**src/rtl/uart_mem_bridge.sv**
```systemverilog
// UART command-frame bridge to the data/instruction memory debug port.
// Optional UART_BRIDGE_CHECKSUM_EN adds an XOR checksum byte to frames and replies.
module uart_mem_bridge #(
  parameter int unsigned RESP_TIMEOUT  = 64,
  parameter int unsigned FRAME_TIMEOUT = 100000,
  parameter logic [7:0]  ACK_BYTE      = 8'hA5,
  parameter logic [7:0]  ERR_BYTE      = 8'hEE
) (
  input  logic        clk,
  input  logic        reset,
  input  logic [7:0]  rx_byte,
  input  logic        rx_valid,
  output logic [7:0]  tx_byte,
  output logic        tx_valid,
  input  logic        tx_ready,
  input  logic        cpu_enable,
  output logic        write_mem_req,
  output logic        target_mem_type,
  output logic [8:0]  target_addr,
  output logic [31:0] uart_rx_data_in,
  output logic        rw_flag,
  input  logic [41:0] data_mem_tx_data,
  input  logic        data_mem_tx_ready,
  input  logic [41:0] instr_mem_tx_data,
  input  logic        instr_mem_tx_ready,
  output logic        busy
);

`ifdef UART_BRIDGE_CHECKSUM_EN
  localparam logic [2:0] CS = 3'd1;
`else
  localparam logic [2:0] CS = 3'd0;
`endif

  typedef enum logic [2:0] {
    IDLE,
    GET_ADDR,
    GET_DATA,
`ifdef UART_BRIDGE_CHECKSUM_EN
    GET_CSUM,
`endif
    ISSUE,
    WAIT_RESP,
    SEND
  } state_t;

`ifdef UART_BRIDGE_CHECKSUM_EN
  localparam state_t FRAME_END = GET_CSUM;
`else
  localparam state_t FRAME_END = ISSUE;
`endif

  state_t      state, state_n;
  logic        lat_rw, lat_type;
  logic [8:0]  lat_addr;
  logic [31:0] lat_data;
  logic [1:0]  dcnt;
  logic [31:0] cnt;
  logic [47:0] sh;
  logic [2:0]  nleft;
`ifdef UART_BRIDGE_CHECKSUM_EN
  logic [7:0]  rx_xor, tx_xor;
`endif

  logic        sel_ready;
  logic [41:0] sel_data;
  logic        frame_to, resp_to, hs, resp_ok;

  assign sel_ready       = lat_type ? instr_mem_tx_ready : data_mem_tx_ready;
  assign sel_data        = lat_type ? instr_mem_tx_data  : data_mem_tx_data;
  assign frame_to        = !rx_valid && (cnt == 32'(FRAME_TIMEOUT - 1));
  assign resp_to         = (cnt == 32'(RESP_TIMEOUT - 1));
  assign hs              = tx_valid && tx_ready;
  // The strobe cycle is the first WAIT_RESP cycle; a response is only honoured after it.
  assign resp_ok         = sel_ready && !write_mem_req;
  assign tx_byte         = sh[47:40];
  assign target_mem_type = lat_type;
  assign busy            = (state != IDLE);

  always_ff @(posedge clk or posedge reset) begin
    if (reset) state <= IDLE;
    else       state <= state_n;
  end

  always_comb begin
    state_n = state;
    case (state)
      IDLE:      if (rx_valid) state_n = GET_ADDR;
      GET_ADDR: begin
        if (rx_valid)      state_n = lat_rw ? GET_DATA : FRAME_END;
        else if (frame_to) state_n = IDLE;
      end
      GET_DATA: begin
        if (rx_valid && dcnt == 2'd3) state_n = FRAME_END;
        else if (frame_to)            state_n = IDLE;
      end
`ifdef UART_BRIDGE_CHECKSUM_EN
      GET_CSUM: begin
        if (rx_valid)      state_n = (rx_byte == rx_xor) ? ISSUE : SEND;
        else if (frame_to) state_n = IDLE;
      end
`endif
      ISSUE:     if (!cpu_enable) state_n = WAIT_RESP;
      WAIT_RESP: if (lat_rw || resp_ok || resp_to) state_n = SEND;
      SEND:      if (hs && nleft == 3'd1) state_n = IDLE;
      default:   state_n = IDLE;
    endcase
  end

  always_ff @(posedge clk or posedge reset) begin
    if (reset) begin
      write_mem_req   <= 1'b0;
      target_addr     <= '0;
      uart_rx_data_in <= '0;
      rw_flag         <= 1'b0;
      tx_valid        <= 1'b0;
      lat_rw          <= 1'b0;
      lat_type        <= 1'b0;
      lat_addr        <= '0;
      lat_data        <= '0;
      dcnt            <= '0;
      cnt             <= '0;
      sh              <= '0;
      nleft           <= '0;
`ifdef UART_BRIDGE_CHECKSUM_EN
      rx_xor          <= '0;
      tx_xor          <= '0;
`endif
    end else begin
      write_mem_req <= 1'b0;
      case (state)
        IDLE: begin
          cnt <= '0;
          if (rx_valid) begin
            lat_rw      <= rx_byte[7];
            lat_type    <= rx_byte[6];
            lat_addr[8] <= rx_byte[0];
`ifdef UART_BRIDGE_CHECKSUM_EN
            rx_xor      <= rx_byte;
`endif
          end
        end
        GET_ADDR, GET_DATA
`ifdef UART_BRIDGE_CHECKSUM_EN
        , GET_CSUM
`endif
        : begin
          cnt <= rx_valid ? '0 : cnt + 32'd1;
          if (rx_valid) begin
`ifdef UART_BRIDGE_CHECKSUM_EN
            rx_xor <= rx_xor ^ rx_byte;
`endif
            if (state == GET_ADDR) begin
              lat_addr[7:0] <= rx_byte;
              dcnt          <= '0;
            end else if (state == GET_DATA) begin
              lat_data <= {lat_data[23:0], rx_byte};
              dcnt     <= dcnt + 2'd1;
            end
`ifdef UART_BRIDGE_CHECKSUM_EN
            else if (rx_byte != rx_xor) begin
              sh       <= {8'hE1, 40'h0};
              nleft    <= 3'd1 + CS;
              tx_valid <= 1'b1;
              tx_xor   <= '0;
            end
`endif
          end
        end
        ISSUE: begin
          if (!cpu_enable) begin
            write_mem_req   <= 1'b1;
            target_addr     <= lat_addr;
            uart_rx_data_in <= lat_rw ? lat_data : '0;
            rw_flag         <= lat_rw;
            cnt             <= '0;
          end
        end
        WAIT_RESP: begin
          if (lat_rw || (!resp_ok && resp_to)) begin
            sh       <= {(lat_rw ? ACK_BYTE : ERR_BYTE), 40'h0};
            nleft    <= 3'd1 + CS;
            tx_valid <= 1'b1;
`ifdef UART_BRIDGE_CHECKSUM_EN
            tx_xor   <= '0;
`endif
          end else if (resp_ok) begin
            sh       <= {6'b0, sel_data};
            nleft    <= 3'd6 + CS;
            tx_valid <= 1'b1;
`ifdef UART_BRIDGE_CHECKSUM_EN
            tx_xor   <= '0;
`endif
          end else begin
            cnt <= cnt + 32'd1;
          end
        end
        SEND: begin
          if (hs) begin
            if (nleft == 3'd1) begin
              tx_valid <= 1'b0;
            end else begin
`ifdef UART_BRIDGE_CHECKSUM_EN
              // Running XOR of sent bytes becomes the final byte of the reply.
              tx_xor <= tx_xor ^ sh[47:40];
              if (nleft == 3'd2) sh <= {tx_xor ^ sh[47:40], 40'h0};
              else               sh <= {sh[39:0], 8'h00};
`else
              sh <= {sh[39:0], 8'h00};
`endif
              nleft <= nleft - 3'd1;
            end
          end
        end
        default: ;
      endcase
    end
  end

endmodule
```
**config.mk**
```make
export PLATFORM = sky130hd
export DESIGN_NAME = uart_mem_bridge
export DESIGN_NICKNAME = d
export VERILOG_FILES = /design/src/rtl/uart_mem_bridge.sv
export SDC_FILE = /design/constraint.sdc
export NUM_CORES = 1
export LEC_CHECK = 0
export CORE_MARGIN = 2
export CORE_UTILIZATION = 56
export CTS_CLUSTER_DIAMETER = 50
export DETAILED_ROUTE_END_ITERATION = 7
export PLACE_DENSITY = 0.84
export SYNTH_ARGS = -nofsm -noshare
export SYNTH_HDL_FRONTEND = slang
export SYNTH_SLANG_ARGS = --single-unit
```
**constraint.sdc**
```tcl
create_clock -name clk -period 11.8 [get_ports clk]
set_input_delay 1.18 -clock clk [delete_from_list [all_inputs] [get_ports clk]]
set_output_delay 1.18 -clock clk [all_outputs]
set_load 0.005 [all_outputs]
```
-- Word level (Yosys, flattened, before mapping)
Index checks and enable logic that the tools add are counted.
W data, S select, Z words.
- bits in registers: 175
- input port bits: 99
- output and inout bits: 54
- logic and storage cells: 103
- $add $sub $neg: 3
- equal/unequal tests: 19
- muxes and demuxes: 37
- bitwise operators: 2
- reductions and logical operators: 27
- operators by type and width (kind ; count):
    $mux W48 ; 4
    $mux W32 ; 5
    $pmux W32 S4 ; 1
    $pmux W48 S2 ; 1
    $mux W42 ; 1
    $mux W3 ; 11
    $add A32 B1 Y32 const B ; 1
    $eq A32 B17 Y1 const B ; 1
    $eq A32 B6 Y1 const B ; 1
    $reduce_and A4 Y1 ; 5
    $ne A2 B2 Y1 const B ; 9
    $pmux W3 S6 ; 1
    $mux W1 ; 8
    $mux W7 ; 1
    $eq A3 B1 Y1 const B ; 2
    $eq A3 B2 Y1 const B ; 2
    $eq A3 B3 Y1 const B ; 2
    $logic_and A1 B1 Y1 ; 6
    $pmux W3 S2 ; 1
    $reduce_and A3 Y1 ; 2
    $mux W2 ; 2
    $reduce_and A2 Y1 ; 2
    $reduce_bool A2 Y1 ; 2
    $reduce_bool A4 Y1 ; 1
    11 further kinds ; 16

-- Longest topological paths before layout
Gate-level depths: netlist of run 1.
- word-level depth: 7
- gate-level depth with buffers: 9
- mapped depth without buffers: 7

-- Worst setup path after synthesis of run 1
Ideal clock, no wire load.
- path type: input port to flip-flop
- from: input port instr_mem_tx_ready
- to: register sh[41]
- library setup time: 128 ps
- data arrival time: 2473 ps
- setup slack: 9199 ps
- cell stages on the path: 6
- path buffers: 1
- cells stage by stage: mux2i_1 > nor2_1 > a211o_2 > o21ai_2 > buf_6 > mux2_1
- word-level cells in the longest chain between the ends: 7
- ends and longest elaborated chain (what ; RTL line ; source):
    from (decl) ; 25 ; input logic instr_mem_tx_ready,
    $mux W1 (*) ; 69 ; assign sel_ready = lat_type ? instr_mem_tx_ready : data_mem_tx_ready;
    $logic_and A1 B1 Y1 (*) ; 75 ; assign resp_ok = sel_ready && !write_mem_req;
    $logic_not A1 Y1 ; 180 ; if (lat_rw || (!resp_ok && resp_to)) begin
    $logic_and A1 B1 Y1 ; 180 ;
    $logic_or A1 B1 Y1 ; 180 ;
    $ne A3 B3 Y1 (no source line) / $mux W48 (equally long branches) ; - ;
    $reduce_and A4 Y1 (no source line) / $pmux W48 S2 (equally long branches) ; - ;
    to (signal assigned) ; 181 ; sh <= {(lat_rw ? ACK_BYTE : ERR_BYTE), 40'h0};
    to (signal assigned) ; 188 ; sh <= {6'b0, sel_data};
    to (signal assigned) ; 209 ; sh <= {sh[39:0], 8'h00};
    to (decl) ; 59 ; logic [47:0] sh;
Every way passes the cells marked *; elsewhere a longest branch is shown, timed or not.
A chain may end at the register's enable or synchronous reset.

-- Final worst setup path of run 1
- from: input port tx_ready
- to: register sh[2]
- word-level cells in the longest chain between the ends: 3
- ends and longest elaborated chain (what ; RTL line ; source):
    from (decl) ; 15 ; input logic tx_ready,
    $logic_and A1 B1 Y1 ; 73 ; assign hs = tx_valid && tx_ready;
    $ne A2 B2 Y1 (no source line) ; - ;
    $reduce_and A4 Y1 (no source line) ; - ;
No other way between the ends.

==> metrics.yaml, run 1 <==
synthesis:
  synth_area_leaders: "dfrtp_1 49%, mux2_2 11%, nand2_1 5.6%, o21ai_0 4.1%, a32oi_1 3.1%"
  synth_cells: 901
  synth_fp_nets: 1004
  synth_top_area_share: 0.489
  netlist_area_um2: 8950
  synth_edf_count: 0
  synth-main-ff-cell: "dfrtp_1"
  yosysTopAreaCell: "dfrtp_1"
  ys_seq_area_frac: 0.489
  syn_avg_cell_area_um2: 9.93
  yosys_warnings: 0
  yosysUniqueCellTypes: 55
  ys_ff_latch: 175
  async_flop_share: 1.00
drt:
  drc_errors: 0
  drt_wl_total_um: 21800
  antenna_left: 0
  wire_per_inst_um: 17.6
  drt_iter0_markers: 825
  drtPass1Iterations: 5
  viasPerCell: 5.93
  vias: 7356
grt:
  grt_pass1_vias: 7313
  grt_max_degree: 94
  grt_first_pass_wirelength_um: 36200
  grtUsageMet2: 0.452
  antenna_found_initial: 0
  grt_util_met3: 0.0529
  grt.total_usage: 0.270
  top_usage_layer: "met2"
  use_met1: 0.370
  overflow: 0
setup_path:
  cp.arrival_ns: 3.94
  r2r_start: "cnt[0]"
  crit_type: "in2reg"
  max_stage_delay_ns: 0.81
  r2r_slack_ns: 8.54
  required_ns: 12.11
  crit_fanout: 51
  worst_path_max_delay_cell: "nand3_1"
  cp-startpoint: "tx_ready"
  crit_chain: "clkdlybuf4s50_1 > nand3_1 > a21oi_1 > o21ai_4 > buf_4 > mux2_4"
  cp-start-kind: "primary input"
  end_kind: "flip-flop"
  reg2reg_depth: 6
  reg2reg_to: "sh[36]"
final_layout:
  n_antenna_cell: 0
  final_nets: 1114
  final_util: 0.705
  mostFrequentLayoutCell: "dfrtp_1"
  n_fill_cell: 1190
  regArea_um2: 4380
  drive_gt1_frac: 0.154
  final_cell_mix: "174 x dfrtp_1, 152 x clkdlybuf4s50_1, 134 x nand2_1, 90 x mux2_2, 73 x o21ai_0"
  multiInputGateArea_um2: 4060
  area_delta_synth_final_pct: 24.1
floorplan:
  rows: 46
  ios: 153
  die_area_um2: 17000
  chipHeight_um: 130
  die_w_um: 130
  coreArea_um2: 15800
  start_util: 0.568
cts:
  clkTransAtPathRegs_ns: 0.07
  numCtsBuffers: 17
  clockBufferDepth: 2
  root_buffer: "clkbuf_16"
  cts_hold_buf: 0
  cts_resized: 0
  post_cts_buffers: 0
  cts_htree_levels: 4
  clock_latency_ns: 0.43
  cts_tree: "yes"
  clkSinkCount: 175
hold_path:
  min_path_type: "reg2reg"
  worstHoldStart: "lat_addr[8]"
  hold_depth: 2
  min_to: "target_addr[8]"
sta:
  fmax_mhz: 276
  hold_viol_final: 0
  setup_viol: 0
  fin_skew_ns: 0.00981
  finalWorstSetupSlack_ns: 8.17
  min_period_over_period: 0.308
  period_minus_slack_ns: 3.63
  drv_slew: 0
  rsz0062_at_grt: "no"
  tightest_slew_ns: 1.31
  fin_setup_tns_ns: 0
  worst_slew_margin_rel: 0.125
place:
  dp_hpwl_um: 13700
  pre_cts_slack_ns: 7.91
  gp_congestion: 0.822
  port_buffers: 152
pwr:
  vdd_drop_max_uv: 108
  total_power_w: 0.00131
  power.density_nw_per_um2: 118
  cellLeakagePower_nw: 4.88
job:
  max_cap_violations: 0
status:
  outcome: "completed"
-- metrics by stage --
stage	hold WS [ns]	cell area, um2	cells
2_1_floorplan	0.435	8950	901
3_3_place_gp	0.449	10500	1208
3_5_place_dp	0.461	10500	1208
4_1_cts	0.478	11100	1240
5_1_grt	0.509	11100	1240
6_report	0.474	11100	1240
-- per-layer routing --
| metal | share of wire | vias up |
|---|---|---|
| met5 | 0 | - |
| met4 | 0.0091 | 0 |
| met3 | 0.060 | 19 |
| met2 | 0.50 | 271 |
| met1 | 0.43 | 3651 |
| li1 | - | 3415 |
-- worst max path at each step --
| stage | cells after the start | endpoint | slack [ns] |
|---|---|---|---|
| 3_5_place_dp | 6 | sh[41] | 7.91 |
| 5_1_grt | 6 | sh[41] | 8.05 |
| 3_3_place_gp | 6 | sh[41] | 8.01 |
| 2_1_floorplan | 1 | cnt[0] | 5.87 |
| 4_1_cts | 6 | sh[41] | 8.27 |
| 6_report | 6 | sh[2] | 8.17 |
-- cell usage after synthesis (all sizes together), types with 3 or more instances --
cell type	n
o22ai	10
mux2i	26
mux2	100
and3	15
nand4	19
a21oi	32
ha	4
nand3	52
or2	3
clkbuf	46
nor4	7
nor2b	3
a31oi	3
a32oi	32
inv	46
o21ai	75
a21o	4
nor2	21
a211oi	5
nor3	8
nand2	134
nand2b	23
a22oi	5
buf	26
and2	5
dfrtp	175
-- logic make-up (layout without fill, tap and decap cells) --
family / count (synthesis) / in the layout / synth area share
compound gates: 175 / 175 / 0.122
xor+xnor: 1 / 1 / 0.000979
fa+ha+maj: 4 / 4 / 0.00559
buf+inv: 119 / 242 / 0.0594
flops: 175 / 175 / 0.489
mux: 126 / 126 / 0.159
simple gates: 301 / 301 / 0.164
-- area by class of cell --
class,instances,share of cell area
flip-flops and latches,175,0.394
multi-input cells,607,0.365
repair buffers,163,0.144
clock buffers,17,0.0383
well taps,216,0.0243
clock inverters,15,0.0172
inverters,47,0.0163
-- power breakdown --
group | switching, W | internal [W] | leakage, nW | total, W
logic | 0.0000382 | 0.0000611 | 2.36 | 0.0000994
clock network | 0.000266 | 0.000325 | 0.303 | 0.000590
registers | 0.0000118 | 0.000613 | 2.22 | 0.000625
-- sequential cells by signal, summed over array words and instances (netlist names), 3 cells and up --
register and cells:
uart_rx_data_in 32, lat_data 32, cnt 32, sh 48, lat_addr 9, nleft 3
target_addr 9, state 3
-- worst max-delay path, delay by kind of cell --
kind | cells | cell delay (ns)
simple gates | 1 | 0.81
compound gates | 2 | 0.68
mux | 1 | 0.37
buf+inv | 2 | 0.85
No activity file was read; power rests on OpenSTA's default activity.
==> run 2, diff against run 1 <==
Settings changed: CORE_UTILIZATION 56 to 48, PLACE_DENSITY 0.84 to 0.76.
Clock period 11.8 ns to 2.95 ns, I/O delays scaled along.
==> run 2 against run 1 <==
Register-to-register slack lost 8.3 ns. Final area grew 1.2%. Die area grew 16%. Clock skew grew 0.0024 ns. Non-clock buffer count grew 16. Combinational power grew to 4.1 times the previous value. Count of clock-buffer cells in the layout grew 1. Total power grew to 3.9 times the previous value. Critical path type is now reg2reg. Critical endpoint is now sh[4]. Largest power group unchanged.
==> metrics.yaml, run 2 (synthesis gave the netlist of run 1 again) <==
status:
  outcome: "completed"
final_layout:
  final_nets: 1130  # +1.4%
  largest_register_ffs: 48  # unchanged
  fin_cells: 1269  # +2.3%
  drive_gt1_frac: 0.167  # +0.0122
  regMostFlops: "sh"
  final_cell_mix: "174 x dfrtp_1, 152 x clkdlybuf4s50_1, 134 x nand2_1, 90 x mux2_2, 73 x o21ai_0"
  finalInstanceArea_um2: 11200  # +1.2%
  mostFrequentLayoutCell: "dfrtp_1"
  area_delta_synth_final_pct: 25.6
grt:
  use_met1: 0.328  # -0.0426
  grt_max_degree: 94  # unchanged
  top_usage_layer: "met2"
  overflow: 0  # unchanged
  grt_util_met3: 0.0574  # +0.00450
  grtUsageMet2: 0.367  # -0.0849
  grt_first_pass_wirelength_um: 37000  # +2.2%
  antenna_found_initial: 1  # +1
  grt_pass1_vias: 7121  # -2.6%
  grt.total_usage: 0.233  # -0.0374
place:
  dp_cells: 1237  # +2.4%
  gp_congestion: 0.813  # -1.1%
  place_area_um2: 10700  # +1.6%
  port_buffers: 152  # unchanged
  dp_hpwl_um: 14700  # +7.6%
drt:
  drt_wl_total_um: 22300  # +2.3%
  antenna_left: 0  # unchanged
  vias: 7274  # -1.1%
  drt_iter0_markers: 719  # -13%
  drtPass1Iterations: 6  # +1
  viasPerCell: 5.73  # -3.4%
  wire_per_inst_um: 17.6  # about the same
  drc_errors: 0  # unchanged
setup_path:
  crit_fanout: 28  # -45%
  crit_chain: "ha_1 > or4bb_1 > nor4_4 > a211o_2 > o21ai_4 > buf_12 > mux2_4"
  cp-start-kind: "flip-flop"
  worst_path_max_delay_cell: "o21ai_4"
  reg2reg_to: "sh[4]"
  cp.arrival_ns: 3.00  # -0.94 ns
  r2r_start: "cnt[0]"
  crit_type: "reg2reg"
  required_ns: 3.27  # -8.84 ns
  r2r_slack_ns: 0.27  # -8.27 ns
  max_stage_delay_ns: 0.52  # -0.29 ns
  reg2reg_depth: 7  # +1
  end_kind: "flip-flop"
floorplan:
  start_util: 0.493  # -0.0744
  die_w_um: 141  # +7.8%
  ios: 153  # unchanged
  die_area_um2: 19800  # +16%
  coreArea_um2: 18100  # +15%
  rows: 49  # +6.5%
  chipHeight_um: 141  # +7.8%
cts:
  post_cts_buffers: 0  # unchanged
  clkTransAtPathRegs_ns: 0.07  # about the same
  numCtsBuffers: 17  # unchanged
  cts_tree: "yes"
  cts_htree_levels: 4  # unchanged
  cts_hold_buf: 0  # unchanged
  clockBufferDepth: 2  # unchanged
  cts_resized: 0  # unchanged
  root_buffer: "clkbuf_16"
  clkSinkCount: 175  # unchanged
  clock_latency_ns: 0.44  # about the same
sta:
  setup_viol: 0  # unchanged
  hold_viol_final: 0  # unchanged
  drv_slew: 0  # unchanged
  rsz0062_at_grt: "no"
  min_period_over_period: 0.909
  worst_slew_margin_rel: 0.456  # +0.332
  fmax_mhz: 373
  tightest_slew_ns: 0.815  # -0.497 ns
  fin_setup_tns_ns: 0  # unchanged
  period_minus_slack_ns: 2.68
  fin_skew_ns: 0.0122  # +0.00243 ns
hold_path:
  min_path_type: "in2async"
pwr:
  cellLeakagePower_nw: 4.95  # +1.3%
  power.density_nw_per_um2: 459  # +290%
  vdd_drop_max_uv: 394  # +260%
job:
  max_cap_violations: 0  # unchanged
[run 2: per-stage QoR]
step	power, W	hold slack [ns]	utilization	setup slack (ns)
CTS	0.00519	0.103	0.619	0.287
floorplan	0.00271	0.435	-	0.416
global route	0.00532	0.107	0.619	0.177
finish	0.00516	0.102	0.620	0.270
global placement	0.00294	0.444	0.587	0.367
detailed placement	0.00295	0.460	0.587	0.302
[run 2: power by group]
part	switching (W)	internal [W]	leakage, nW
logic	0.000154	0.000248	2.44
registers	0.0000468	0.00245	2.22
clock network	0.00104	0.00122	0.286
[run 2: critical path, delay by kind of cell (launching register included)]
kind,cells,cell delay (ns)
AOI/OAI and AO/OA,2,0.90
DFF,1,0.42
and+or+nand+nor,2,0.33
muxes,1,0.32
adders and majority gates,1,0.29
buffers and inverters,1,0.28
[run 2: final cells by class]
class	instances	area [um2]
Antenna cell	1	2.50
Clock buffer	18	439
Clock inverter	13	143
Fill cell	1472	6900
Inverter	47	180
Multi-Input combinational cell	607	4060
Sequential cell	175	4380
Tap cell	229	287
Timing Repair Buffer	179	1750
[run 2: how the worst max path moves through the flow]
stage	start	endpoint	cells after the start
after floorplan	reset	cnt[0]	1
after global placement	cnt[0]	sh[46]	7
after detailed placement	cnt[0]	sh[47]	7
after CTS	cnt[0]	sh[47]	7
after global routing	cnt[0]	sh[43]	7
final	cnt[0]	sh[4]	7
[run 2: routing by layer]
| metal | up-vias | share of wire |
|---|---|---|
| met5 | - | 0 |
| met4 | 0 | 0.012 |
| met3 | 21 | 0.061 |
| met2 | 209 | 0.47 |
| met1 | 3610 | 0.46 |
| li1 | 3434 | - |
